**config.mk**
```make
export PLATFORM = sky130hd
export DESIGN_NAME = ks_multiword_add_sequencer
export DESIGN_NICKNAME = d
export VERILOG_FILES = /design/src/rtl/ks_multiword_add_sequencer.sv
export SDC_FILE = /design/constraint.sdc
export NUM_CORES = 1
export LEC_CHECK = 0
export BUFFER_PORTS_ARGS = -buffer_cell sky130_fd_sc_hd__buf_2
export CELL_PAD_IN_SITES_DETAIL_PLACEMENT = 2
export CELL_PAD_IN_SITES_GLOBAL_PLACEMENT = 2
export CORE_ASPECT_RATIO = 1.75
export CORE_MARGIN = 2
export CORE_UTILIZATION = 29
export CTS_CLUSTER_DIAMETER = 60
export DETAILED_ROUTE_END_ITERATION = 8
export GPL_TIMING_DRIVEN = 0
export PLACE_DENSITY = 0.77
export SYNTH_ARGS = -nofsm -noshare
export SYNTH_HDL_FRONTEND = slang
export SYNTH_SLANG_ARGS = --single-unit
```
**constraint.sdc**
```tcl
create_clock -name clk -period 3 [get_ports clk]
set_clock_uncertainty 0.2 [all_clocks]
set_input_delay 0.6 -clock clk [delete_from_list [all_inputs] [get_ports clk]]
set_output_delay 0.6 -clock clk [all_outputs]
set_load 0.02 [all_outputs]
```
**src/rtl/ks_multiword_add_sequencer.sv**
```systemverilog
// rtl/ks_multiword_add_sequencer.sv - multi-word add/sub sequencer around a shared Kogge-Stone adder (optional KS_SEQ_SUB_EN)

module parallel_prefix_adder_Kogge_Stone_adder #(
  parameter int BITS = 8
) (
  input  logic [BITS-1:0] a,
  input  logic [BITS-1:0] b,
  input  logic            ci,
  output logic [BITS-1:0] sum,
  output logic            co
);

  logic [BITS-1:0] g;
  logic [BITS-1:0] p;
  logic [BITS-1:0] gn;
  logic [BITS-1:0] pn;
  logic [BITS:0]   c;

  // Prefix tree: after the last level g[i]/p[i] cover bits i..0, so ci folds in at the end
  always_comb begin
    gn = '0;
    pn = '0;
    g  = a & b;
    p  = a ^ b;
    for (int d = 1; d < BITS; d = d * 2) begin
      gn = g;
      pn = p;
      for (int i = d; i < BITS; i++) begin
        gn[i] = g[i] | (p[i] & g[i-d]);
        pn[i] = p[i] & p[i-d];
      end
      g = gn;
      p = pn;
    end
    c[0] = ci;
    for (int i = 0; i < BITS; i++) begin
      c[i+1] = g[i] | (p[i] & ci);
    end
  end

  assign sum = a ^ b ^ c[BITS-1:0];
  assign co  = c[BITS];

endmodule

module ks_multiword_add_sequencer #(
  parameter int BITS  = 8,
  parameter int WORDS = 4
) (
  input  logic                  clk,
  input  logic                  rst,
  input  logic                  start_valid,
  output logic                  start_ready,
  input  logic [BITS*WORDS-1:0] a,
  input  logic [BITS*WORDS-1:0] b,
  input  logic                  ci,
`ifdef KS_SEQ_SUB_EN
  input  logic                  sub,
`endif
  output logic                  res_valid,
  input  logic                  res_ready,
  output logic [BITS*WORDS-1:0] s,
  output logic                  co,
  output logic                  busy
);

  localparam int W  = BITS * WORDS;
  localparam int IW = (WORDS > 1) ? $clog2(WORDS) : 1;
  localparam logic [IW-1:0] LAST_IDX = IW'(WORDS - 1);

  typedef enum logic [1:0] {
    ST_IDLE = 2'd0,
    ST_RUN  = 2'd1,
    ST_DONE = 2'd2
  } state_t;

  state_t          state;
  state_t          state_nxt;
  logic [W-1:0]    a_reg;
  logic [W-1:0]    b_reg;
  logic [W-1:0]    s_reg;
  logic            co_reg;
  logic            carry;
  logic [IW-1:0]   idx;
  logic            sub_reg;
  logic            accept;
  logic [BITS-1:0] add_a;
  logic [BITS-1:0] add_b;
  logic [BITS-1:0] add_sum;
  logic            add_co;

  assign accept = start_valid && start_ready;

  // Current word feeds the shared adder; subtraction inverts B here so b_reg holds the raw operand
  assign add_a = a_reg[int'(idx)*BITS +: BITS];
  assign add_b = sub_reg ? ~b_reg[int'(idx)*BITS +: BITS] : b_reg[int'(idx)*BITS +: BITS];

  parallel_prefix_adder_Kogge_Stone_adder #(
    .BITS (BITS)
  ) u_adder (
    .a   (add_a),
    .b   (add_b),
    .ci  (carry),
    .sum (add_sum),
    .co  (add_co)
  );

  // State register
  always_ff @(posedge clk) begin
    if (rst) begin
      state <= ST_IDLE;
    end else begin
      state <= state_nxt;
    end
  end

  // Next-state and handshake outputs
  always_comb begin
    state_nxt   = state;
    start_ready = 1'b0;
    res_valid   = 1'b0;
    busy        = 1'b1;
    case (state)
      ST_IDLE: begin
        start_ready = 1'b1;
        busy        = 1'b0;
        if (start_valid) begin
          state_nxt = ST_RUN;
        end
      end
      ST_RUN: begin
        if (idx == LAST_IDX) begin
          state_nxt = ST_DONE;
        end
      end
      ST_DONE: begin
        res_valid = 1'b1;
        if (res_ready) begin
          state_nxt = ST_IDLE;
        end
      end
      default: begin
        state_nxt = ST_IDLE;
        busy      = 1'b0;
      end
    endcase
  end

  // Operand capture on accept, then one word per clock with the carry chained between words
  always_ff @(posedge clk) begin
    if (rst) begin
      a_reg   <= '0;
      b_reg   <= '0;
      s_reg   <= '0;
      co_reg  <= 1'b0;
      carry   <= 1'b0;
      idx     <= '0;
      sub_reg <= 1'b0;
    end else begin
      case (state)
        ST_IDLE: begin
          if (accept) begin
            a_reg <= a;
            b_reg <= b;
            idx   <= '0;
`ifdef KS_SEQ_SUB_EN
            sub_reg <= sub;
            carry   <= sub ? 1'b1 : ci;
`else
            sub_reg <= 1'b0;
            carry   <= ci;
`endif
          end
        end
        ST_RUN: begin
          s_reg[int'(idx)*BITS +: BITS] <= add_sum;
          carry <= add_co;
          if (idx == LAST_IDX) begin
            co_reg <= add_co;
          end else begin
            idx <= idx + 1'b1;
          end
        end
        default: begin
        end
      endcase
    end
  end

  assign s  = s_reg;
  assign co = co_reg;

endmodule
```
==> reports/qor.yml <==
status:
  outcome: "finished clean"
clock_network:
  cts_buffers: 9
  htree_levels: 3
  cts_root_buf: "clkbuf_16"
  clkSinkCount: 102
  cts_hold_buf: 0
  cts_tree: "built"
  clk_latency_ns: 0.35
  clk_pin_slew_ns: 0.08
  cts_buffer_depth: 2
min_path:
  hp-start: "s[2]$_SDFFE_PP0P_"
  hold_class: "reg2reg"
cells_and_area:
  fin_area_um2: 5890
  n_antenna_cell: 0
  nets: 747
  nFillCells: 1784
  final_cell_mix: "150 x nand2_1, 111 x buf_2, 100 x dfxtp_1, 85 x a21oi_1, 18 x nor2_1"
  final_common_cell: "nand2_1"
  area_growth_pct: 26.3
  layout-drive-gt1-share: 0.255
  fin_cells: 853
place:
  place_congestion: 0.838
  placed_area_um2: 5420
  detailed_place_hpwl_um: 13700
  place_inst: 834
  portBuffers: 103
global_routing:
  grt_max_degree: 19
  grt_usage: 0.209
  grt_pass1_wl_um: 27300
  antenna_found_initial: 0
  grt-ovfl-total: 0
  first_global_vias: 5127
logic_synthesis:
  yosys.area_share.adder: 0.0526
  synth_edf_count: 0
  synth_seq_cells: 102
  synth_top_family_by_area: "compound AO/OA/AOI/OAI gates"
  synthCells: 542
  synth_nets: 630
  async_flop_share: 0
  synth_area_um2: 4660
  yosys.area_share.simple: 0.190
  avgSynthCellArea_um2: 8.61
  synthXorXnorAreaFrac: 0.00563
  synth_warnings: 0
  yosysUniqueCellTypes: 50
  synth.mux.area_fraction: 0.0837
  synth_top_flop_cell: "dfxtp_1"
  synth-seq-area-share: 0.438
  synth_compound_area_frac: 0.190
timing:
  hold_violations: 0
  slew_viol_final: 0
  min_period_over_period: 0.976
  fin_hold_ws_ns: 0.255
  period_minus_slack_ns: 2.93
  maxClockFrequency_mhz: 341
  worstMarginPinSlew_ns: 0.762
  setup_viol: 0
  maxSlewHeadroom: 0.492
run:
  maxCapViolations: 0
pwr:
  power_w: 0.00351
  powerDensity_nw_per_um2: 596
  p_leak_nw: 2.34
  vdd_drop_max_uv: 293
die:
  die-width_um: 99.9
  pin_count: 105
  fp.coreArea_um2: 15800
  die_h_um: 172
  fp-row-count: 61
  fp.dieArea_um2: 17200
  start_util: 0.295
detailed_routing:
  wl_met3_um: 435
  dr.pass1.iters: 4
  drtIter0Drc: 113
  vias_per_cell: 5.36
  met1Wirelength_um: 6350
  wl_per_cell_um: 20.9
  antenna_left: 0
  wl_met2_um: 10200
  route.detailed.drc: 0
  vias: 4575
  routed_wl_um: 17800
  topRoutingLayerUsed: "met4"
critical_path:
  worst_setup_path_end_kind: "flop"
  worstReg2RegStart: "idx[0]$_SDFFE_PP0P_"
  startpoint_type: "flop"
  crit_required_ns: 3.05
  critPathKind: "reg2reg"
  crit_arrival_ns: 2.98
  crit_slowest_cell: "mux4_2"
  path_cells: "buf_12 > mux4_2 > ha_1 > a21oi_1 > o211ai_1 > buf_4 > mux2i_4 > a211oi_1"
  cp_max_fo: 10
  slowest_delay_ns: 0.59
  cp_top_family: "multiplexers"
  cp-startpoint: "idx[0]$_SDFFE_PP0P_"
  path_buf_inv: 2
==> through the flow <==
stage           util  TNS [ns]  setup WS, ns
5_1_grt        0.373    -0.160       -0.0505
6_report       0.373         0        0.0717
2_1_floorplan      -         0         0.189
4_1_cts        0.367         0       0.00700
3_5_place_dp   0.343    -15.77        -0.762
3_3_place_gp   0.343    -12.04        -0.683
==> timing repair <==
item	in CTS	in global routing
pin swaps	1	0
resized for setup	16	15
setup endpoints to repair	35	23
setup buffers	2	1
==> kinds of logic (layout without fill, tap and decap cells) <==
group           after synthesis  count (layout)
buf+inv                      45             167
simple gates                206             206
mux                          19              19
xor+xnor                      3               3
flops                       102             102
compound gates              148             148
fa+ha+maj                    19              19
==> worst paths after layout <==
| path | slack (ns) | to | cells after the start |
|---|---|---|---|
| worst max-delay path | 0.07 | s[14]$_SDFFE_PP0P_ | 8 |
| worst min-delay path | 0.25 | s[2]$_SDFFE_PP0P_ | 2 |
| worst max register to register | 0.07 | s[14]$_SDFFE_PP0P_ | 8 |
| worst min register to register | 0.25 | s[2]$_SDFFE_PP0P_ | 2 |
==> cell usage after synthesis, types with 2 or more instances <==
master | count | area (um^2)
xnor2_1 | 2 | 17.5
ha_1 | 18 | 225
nand2_1 | 150 | 563
nand3_1 | 7 | 35.0
mux2i_1 | 3 | 30.0
nor3_1 | 2 | 10.0
a32oi_1 | 3 | 26.3
clkbuf_1 | 11 | 41.3
o31ai_1 | 2 | 15.0
o211ai_1 | 2 | 15.0
and4_1 | 2 | 17.5
o22ai_1 | 2 | 12.5
dfxtp_1 | 102 | 2040
nand4_1 | 7 | 43.8
buf_2 | 11 | 55.1
a22oi_1 | 9 | 67.6
a211oi_1 | 6 | 45.0
o21bai_1 | 2 | 15.0
a21oi_1 | 86 | 430
o311ai_1 | 3 | 26.3
mux4_2 | 16 | 360
nand2b_1 | 4 | 25.0
a221oi_1 | 5 | 43.8
nor2b_1 | 4 | 25.0
a311oi_1 | 3 | 26.3
a31oi_1 | 3 | 18.8
and2_1 | 5 | 31.3
nor2_1 | 18 | 67.6
buf_1 | 11 | 41.3
inv_1 | 10 | 37.5
o21ai_0 | 14 | 70.1
==> power by group <==
group          internal [W]  switching (W)  leakage, nW  total (W)
combinational      0.000293       0.000488         1.36   0.000781
clock              0.000660       0.000565        0.148    0.00122
sequential          0.00144      0.0000635        0.834    0.00150
==> cell type report <==
class                           instances  area [um^2]  share of cell area
Multi-Input combinational cell        395         2530               0.430
Sequential cell                       102         2050               0.348
Timing Repair Buffer                  106          538              0.0913
Tap cell                              189          236              0.0401
Clock buffer                            9          225              0.0382
Buffer                                 34          186              0.0316
Clock inverter                          7         80.1              0.0136
Inverter                               11         41.3             0.00701
==> layer usage <==
| layer | vias up | track usage |
|---|---|---|
| met4 | 0 | 0.120 |
| li1 | 2145 | - |
| met5 | - | 0 |
| met2 | 109 | 0.412 |
| met1 | 2275 | 0.202 |
| met3 | 46 | 0.0297 |
==> worst reg2reg max path, cell delays in order, from the launching register on <==
cell      delay (ns)
dfxtp_4         0.43
buf_12          0.17
mux4_2          0.59
ha_1            0.38
a21oi_1         0.25
o211ai_1        0.14
buf_4           0.19
mux2i_4         0.21
a211oi_1        0.27
(Power assumes the default switching activity.)
